### config.mk
export PLATFORM = sky130hd
export DESIGN_NAME = sync_count_monitor
export DESIGN_NICKNAME = d
export VERILOG_FILES = /design/src/rtl/sync_count_pkg.sv /design/src/rtl/sync_count_wrap_ctr.sv /design/src/rtl/sync_count_monitor.sv
export SDC_FILE = /design/constraint.sdc
export NUM_CORES = 1
export LEC_CHECK = 0
export ABC_CLOCK_PERIOD_IN_PS = 4430
export CORE_MARGIN = 4
export CORE_UTILIZATION = 51
export CTS_BUF_LIST = sky130_fd_sc_hd__clkbuf_4 sky130_fd_sc_hd__clkbuf_8 sky130_fd_sc_hd__clkbuf_16
export CTS_CLUSTER_DIAMETER = 100
export DETAILED_ROUTE_END_ITERATION = 8
export PLACE_DENSITY = 0.84
export SYNTH_ARGS = -nofsm -noshare
export SYNTH_HDL_FRONTEND = slang
export SYNTH_SLANG_ARGS = --single-unit
### constraint.sdc
create_clock -name clk -period 4.43 [get_ports clk]
set_input_delay 0.886 -clock clk [delete_from_list [all_inputs] [get_ports clk]]
set_output_delay 0.886 -clock clk [all_outputs]
set_load 0.02 [all_outputs]
### src/rtl/sync_count_pkg.sv
// Shared types for the counter monitor: FSM state encoding and the all-ones count helper.
package sync_count_pkg;

   typedef enum logic [1:0] {
      IDLE  = 2'd0,
      TRACK = 2'd1,
      FAULT = 2'd2
   } state_t;

   function automatic int unsigned CNT_MAX(input int unsigned width);
      return (32'd1 << width) - 32'd1;
   endfunction

endpackage

### src/rtl/sync_count_wrap_ctr.sv
// Saturating wrap-event counter: counts inc pulses, holds at all-ones and raises a sticky sat flag.
module sync_count_wrap_ctr #(
   parameter int WRAP_W = 8
) (
   input  logic              clk,
   input  logic              rst,
   input  logic              inc,
   input  logic              clr,
   output logic [WRAP_W-1:0] cnt,
   output logic              sat
);

   localparam logic [WRAP_W-1:0] CNT_TOP = '1;

   logic [WRAP_W-1:0] cnt_q, cnt_d;
   logic              sat_q, sat_d;

   always_comb begin
      cnt_d = cnt_q;
      sat_d = sat_q;
      if (clr) begin
         cnt_d = '0;
         sat_d = 1'b0;
      end else begin
         if (inc && cnt_q != CNT_TOP) cnt_d = cnt_q + 1'b1;
         sat_d = sat_q | (cnt_d == CNT_TOP);
      end
   end

   always_ff @(posedge clk or negedge rst) begin
      if (!rst) begin
         cnt_q <= '0;
         sat_q <= 1'b0;
      end else begin
         cnt_q <= cnt_d;
         sat_q <= sat_d;
      end
   end

   assign cnt = cnt_q;
   assign sat = sat_q;

endmodule

### src/rtl/sync_count_monitor.sv
// Rollover monitor for an up/down counter: wrap tick/direction/count, hysteresis flag, and an
// optional illegal-step checker enabled by SYNC_COUNT_MONITOR_STEP_CHECK_EN.
//
//  state | meaning
//  IDLE  | no previous sample held; next en only captures
//  TRACK | comparing each sample against the previous one
//  FAULT | illegal step seen; wrap logic frozen until clr
module sync_count_monitor
   import sync_count_pkg::*;
#(
   parameter int WIDTH  = 4,
   parameter int WRAP_W = 8
) (
   input  logic              clk,
   input  logic              rst,
   input  logic              en,
   input  logic              clr,
   input  logic [WIDTH-1:0]  cnt,
   input  logic              up,
   input  logic [WIDTH-1:0]  thr_hi,
   input  logic [WIDTH-1:0]  thr_lo,
   output logic              tick,
   output logic              wrap_dir,
   output logic [WRAP_W-1:0] wrap_cnt,
   output logic              wrap_sat,
   output logic              above,
   output logic              step_err,
   output logic              fault
);

   localparam logic [WIDTH-1:0] MAX = WIDTH'(CNT_MAX(WIDTH));

   state_t           state_q, state_d;
   logic [WIDTH-1:0] prev_q, prev_d;
   logic             up_prev_q, up_prev_d;
   logic             tick_q, tick_d;
   logic             wrap_dir_q, wrap_dir_d;
   logic             above_q, above_d;
   logic             step_err_q, step_err_d;
   logic             fault_q, fault_d;
   logic             wrap_inc;
   logic             up_wrap, dn_wrap, step_bad;

   // Wraps are judged against the direction that produced cnt, i.e. the previous sample's up.
   assign up_wrap = up_prev_q && (prev_q == MAX) && (cnt == '0);
   assign dn_wrap = !up_prev_q && (prev_q == '0) && (cnt == MAX);

`ifdef SYNC_COUNT_MONITOR_STEP_CHECK_EN
   logic [WIDTH-1:0] delta;
   assign delta    = cnt - prev_q;
   assign step_bad = !((delta == '0) ||
                       (up_prev_q && delta == WIDTH'(1)) ||
                       (!up_prev_q && delta == MAX));
`else
   assign step_bad = 1'b0;
`endif

   always_comb begin
      state_d    = state_q;
      prev_d     = prev_q;
      up_prev_d  = up_prev_q;
      tick_d     = 1'b0;
      wrap_dir_d = wrap_dir_q;
      above_d    = above_q;
      step_err_d = 1'b0;
      fault_d    = fault_q;
      wrap_inc   = 1'b0;
      if (clr) begin
         state_d = IDLE;
         above_d = 1'b0;
         fault_d = 1'b0;
      end else if (en) begin
         // Set wins when both thresholds are satisfied.
         if (cnt >= thr_hi)      above_d = 1'b1;
         else if (cnt <= thr_lo) above_d = 1'b0;
         case (state_q)
            IDLE: begin
               prev_d    = cnt;
               up_prev_d = up;
               state_d   = TRACK;
            end
            TRACK: begin
               prev_d    = cnt;
               up_prev_d = up;
               if (step_bad) begin
                  step_err_d = 1'b1;
                  fault_d    = 1'b1;
                  state_d    = FAULT;
               end else if (up_wrap || dn_wrap) begin
                  tick_d     = 1'b1;
                  wrap_dir_d = up_wrap;
                  wrap_inc   = 1'b1;
               end
            end
            default: ;
         endcase
      end
   end

   always_ff @(posedge clk or negedge rst) begin
      if (!rst) begin
         state_q    <= IDLE;
         prev_q     <= '0;
         up_prev_q  <= 1'b0;
         tick_q     <= 1'b0;
         wrap_dir_q <= 1'b0;
         above_q    <= 1'b0;
         step_err_q <= 1'b0;
         fault_q    <= 1'b0;
      end else begin
         state_q    <= state_d;
         prev_q     <= prev_d;
         up_prev_q  <= up_prev_d;
         tick_q     <= tick_d;
         wrap_dir_q <= wrap_dir_d;
         above_q    <= above_d;
         step_err_q <= step_err_d;
         fault_q    <= fault_d;
      end
   end

   sync_count_wrap_ctr #(.WRAP_W(WRAP_W)) u_wrap_ctr (
      .clk (clk),
      .rst (rst),
      .inc (wrap_inc),
      .clr (clr),
      .cnt (wrap_cnt),
      .sat (wrap_sat)
   );

   assign tick     = tick_q;
   assign wrap_dir = wrap_dir_q;
   assign above    = above_q;
   assign step_err = step_err_q;
   assign fault    = fault_q;

endmodule

Word level (Yosys, flattened, before mapping):

Index checks and enable logic that the tools add are counted.
W data, S select, Z words.

* output and inout port bits: 14
* register bits: 19
* word-level logic and storage cells: 51

* order comparisons: 2
* reduce and logical (&&, ||, !) cells: 18
* eq/ne operators: 5
* muxes and demuxes: 15
* add/subtract/negate cells: 1
* bitwise gates (word level): 2

Operators with widths (count)
* $mux W8: 3
* $mux W1: 9
* $add A8 B1 Y8 const B: 1
* $eq A4 B4 Y1 const B: 2
* $eq A8 B8 Y1 const B: 1
* $logic_not A4 Y1: 2
* $ne A8 B8 Y1 const B: 1
* $mux W2: 3
* $logic_and A1 B1 Y1: 5
* $ge A4 B4 Y1: 1
* $le A4 B4 Y1: 1
* $reduce_and A2 Y1: 2
* $reduce_and A4 Y1: 1
* $reduce_bool A2 Y1: 2
* $reduce_and A3 Y1: 1
* $reduce_bool A3 Y1: 1
* $eq A2 B1 Y1 const B: 1
* $logic_not A2 Y1: 1
* $reduce_or A2 Y1: 1
* $logic_not A1 Y1: 1
* $logic_or A1 B1 Y1: 1
* $not A1 Y1: 1
* $or A1 B1 Y1: 1

Longest topological paths before layout:

* word-level depth: 14
* gate-level depth with buffers: 8

Cells and area by module:

Synthesis repeated with hierarchy kept, for this count alone.

* cells, all modules: 121
* area total of the unflattened synthesis: 1154.9 µm²

Modules (own cells, without submodules)
* sync_count_monitor: instances 1, cells each 60, area each 596.8 µm², seq. area each 225.2 µm²
* sync_count_wrap_ctr: instances 1, cells each 61, area each 558.0 µm², seq. area each 225.2 µm²

Worst setup path after synthesis:

Ideal clock, no wire load.

* kind: input-to-reg
* start: in cnt[1]
* end: reg u_wrap_ctr.sat_q, in the netlist u_wrap_ctr.sat
* arrival time: 2.852 ns
* cell stages on the path: 7
* slack: 1.474 ns
* buffers on the path: 1
* library setup time: 0.103 ns
* data required time: 4.327 ns
* path through: or4_1 > or4_1 > buf_2 > a21oi_2 > a32o_1 > a21oi_1 > o41ai_2

* word-level cells in the longest chain between the ends: 13
* elaborated cells on any way between the ends: 15
* those cells by class: eq/ne: 2; mux: 7; bitwise: 1; reduce/logical: 5

RTL lines
* start, declared: line sync_count_monitor.sv:18 `input logic [WIDTH-1:0] cnt,`
* $eq A4 B4 Y1 or $logic_not A4 Y1 (tied branches): line sync_count_monitor.sv:46, sync_count_monitor.sv:45
* $logic_and A1 B1 Y1, on equally long branches: line sync_count_monitor.sv:46, sync_count_monitor.sv:45
* $logic_or A1 B1 Y1 *: line sync_count_monitor.sv:89 `end else if (up_wrap || dn_wrap) begin`
* $mux W1 *: line sync_count_monitor.sv:89
* $mux W1 *: line sync_count_monitor.sv:76 `case (state_q)`
* $mux W1 *: line sync_count_monitor.sv:72 `end else if (en) begin`
* $mux W1 *: line sync_count_monitor.sv:68 `if (clr) begin`
* $logic_and A1 B1 Y1 *: line sync_count_wrap_ctr.sv:25 `if (inc && cnt_q != CNT_TOP) cnt_d = cnt_q + 1'b1;`
* $mux W8 *: line sync_count_wrap_ctr.sv:25
* $mux W8 *: line sync_count_wrap_ctr.sv:21 `if (clr) begin`
* $eq A8 B8 Y1 *: line sync_count_wrap_ctr.sv:26 `sat_d = sat_q | (cnt_d == CNT_TOP);`
* $or A1 B1 Y1 *: line sync_count_wrap_ctr.sv:26
* $mux W1 *: line sync_count_wrap_ctr.sv:21
* net u_wrap_ctr.sat_d: line sync_count_wrap_ctr.sv:16 `logic sat_q, sat_d;`
* end signal, assigned: line sync_count_wrap_ctr.sv:36 `sat_q <= sat_d;`
* end, declared: line sync_count_wrap_ctr.sv:16

Mark *: on every way through the listed nets, which the timed path passes. The rest lies on a longest branch. The select of a mux whose other input is x is not followed.
A chain may end at the register's enable or synchronous reset.

Final worst setup path:

Ends and elaborated chain as after synthesis.

==> out/results.ini <==
[cts]
cts_buffers = 3
cts_setup_buffers = 0
clkTransAtPathRegs_ps = 100
post_cts_resized = 0
cts_tree = built
htree_num_levels = 1
hold_buffers = 0
cts.sinks = 18
cts_root_buffer = clkbuf_4
worstSkewPairLatency_ps = 290
cts_buffer_depth = 2

[floorplan]
core_area_um2 = 2040
std_cell_rows = 16
fp.dieArea_um2 = 3030
die_h_um = 55.1
die_w_um = 55.1
initial_utilization_pct = 55.3
ios = 31

[worst_setup_path]
r2r-start = u_wrap_ctr.cnt[0]
r2r_setup_slack_ps = 2230
worstPathCellList = clkdlybuf4s50_1 -> or4_1 -> or4_1 -> a21oi_2 -> a32o_1 -> a21oi_1 -> o41ai_2
cp.required_ps = 4630
critPathMaxStageDelay_ps = 610
cp_top_family = simple AND/OR/NAND/NOR gates
end_kind = register
crit_cells = 7
crit_slowest_cell = or4_1
crit_path_end = u_wrap_ctr.sat
cp_max_fo = 6
worstPathArrival_ps = 3450
setup.worst_path.start = cnt[1]
crit_buf_inv = 1
cp_common_cell = or4_1
path_class = in -> reg
timing.rr.end = u_wrap_ctr.sat
r2r_cells = 7
critPathLaunchType = primary input

[synthesis]
ys_seq_area_share_pct = 39.9
netlist_area_um2 = 1130
ys.flop_type = dfrtp_1
synth_cell_type_count = 36
synth_edf_count = 0
yosys_warnings = 0
synthCells = 118
synth.avg_cell_area_um2 = 9.57
synthArstFlopShare_pct = 100
ys_seq_elements = 18

[layout]
final_cell_mix = 28 x clkdlybuf4s50_1, 18 x dfrtp_1, 13 x nor2_1
nets = 174
fin_cells = 174
layout-area-overhead-vs-synth_pct = 29.2
diodes = 0
fillers = 174
drive_gt1_share_pct = 8.84
layout_commonest_cell = clkdlybuf4s50_1

[power_and_ir_drop]
irDropWorstVdd_uv = 304
power_density_nw_per_um2 = 229
p_leak_nw = 0.660

[grt]
antenna_found_initial = 0
first_global_vias = 939
grt_pass1_wl_um = 4260
overflow = 0
grt_max_degree = 19
grt_usage_pct = 19.8

[route]
wl_per_cell_um = 13.9
num_vias = 953
drtIter0Drc = 18
drc = 0
drt-total-wl_um = 2430
antenna_left = 0
avgViaCountPerCell = 5.48
dr.pass1.iters = 4

[timing]
tns_ps = 0
rsz0062_at_grt = false
clock_skew_ps = 0.976
drv_slew = 0
hold_viol = 0
fmax_mhz = 308
relSlewSlack_pct = 45.4
period_minus_slack_ps = 3250
finalCritPeriodShare_pct = 73.3
setup_viol = 0
worst_slew_pin_slew_ps = 816

[place]
place.gp.congestion = 0.805
io_buffers = 28
place_inst = 170
hpwl_um = 1960

[min_path]
holdCritStartpoint = wrap_dir
holdPathStages = 2
worst_hold_path_type = reg -> reg

[status]
outcome = finished, final reports clean

[run]
maxCapViolations = 0

-- flip-flops by register name, summed over array words and instances, names as in the netlist --
| signal | cells |
|---|---|
| above | 1 |
| prev_q | 4 |
| state_q | 1 |
| tick | 1 |
| u_wrap_ctr.cnt | 8 |
| u_wrap_ctr.sat | 1 |
| up_prev_q | 1 |
| wrap_dir | 1 |
-- worst reg2reg max path, delay by kind of cell, from the launching register on --
| family | cells | cell delay, ps |
|---|---|---|
| compound gates | 2 | 550 |
| xor+xnor | 1 | 120 |
| fa+ha+maj | 1 | 280 |
| flops | 1 | 470 |
| simple gates | 3 | 680 |
-- worst min-delay path by stage --
stage,to,slack [ps]
2_1_floorplan,state_q[0],460
6_report,wrap_dir,500
3_3_place_gp,wrap_dir,470
5_1_grt,wrap_dir,510
4_1_cts,wrap_dir,490
3_5_place_dp,wrap_dir,470
-- cell type report --
type	count	area (um2)	area share [%]
Multi-Input combinational cell	88	626	42.8
Sequential cell	18	450	30.8
Timing Repair Buffer	28	280	19.2
Clock buffer	4	36.3	2.49
Inverter	9	33.8	2.31
Tap cell	27	33.8	2.31
-- cells in the mapped netlist, drive strengths merged (3+ instances only) --
master	instances	share of area [%]
a21oi	4	2.1
and3	3	1.7
buf	3	1.8
dfrtp	18	40
ha	9	10
inv	9	3.0
mux2	5	5.0
mux2i	3	2.7
nand2	10	3.3
nand3	3	1.3
nand3b	3	2.0
nor2	13	4.3
nor2b	4	2.2
nor3	4	2.2
xnor2	3	2.3
-- metal layers --
metal | track usage [%] | up-vias | wire (um)
met5 | 0 | - | 0
met4 | 4.45 | 0 | 40
met3 | 5.90 | 4 | 158
met2 | 32.5 | 31 | 1170
met1 | 25.5 | 456 | 1060
li1 | - | 462 | -
-- metrics by stage --
| stage | utilization (%) | setup WS, ps | cell area [um2] | hold WS, ps | power (mW) |
|---|---|---|---|---|---|
| 2_1_floorplan | - | 1470 | 1130 | 464 | 0.209 |
| 3_3_place_gp | 69.7 | 927 | 1420 | 468 | 0.233 |
| 3_5_place_dp | 69.7 | 867 | 1420 | 469 | 0.237 |
| 4_1_cts | 71.5 | 1200 | 1460 | 492 | 0.337 |
| 5_1_grt | 71.5 | 1070 | 1460 | 511 | 0.352 |
| 6_report | 71.5 | 1180 | 1460 | 498 | 0.334 |
-- cell families (layout without fill, tap and decap cells) --
group,Yosys count,after routing,synth area share [%]
DFF,18,18,39.9
and+or+nand+nor,48,48,22.3
AOI/OAI and AO/OA,16,16,11.0
other,1,2,0.332
adders and majority gates,9,9,9.97
xor gates and xnor gates,5,5,3.88
muxes,8,8,7.64
buffers and inverters,13,41,5.09
-- report_power, final --
part           internal [mW]  switching, mW
Sequential             0.172        0.00598
Clock                 0.0501         0.0511
Combinational         0.0306         0.0242
Total                  0.253         0.0813
(Power assumes the default switching activity.)
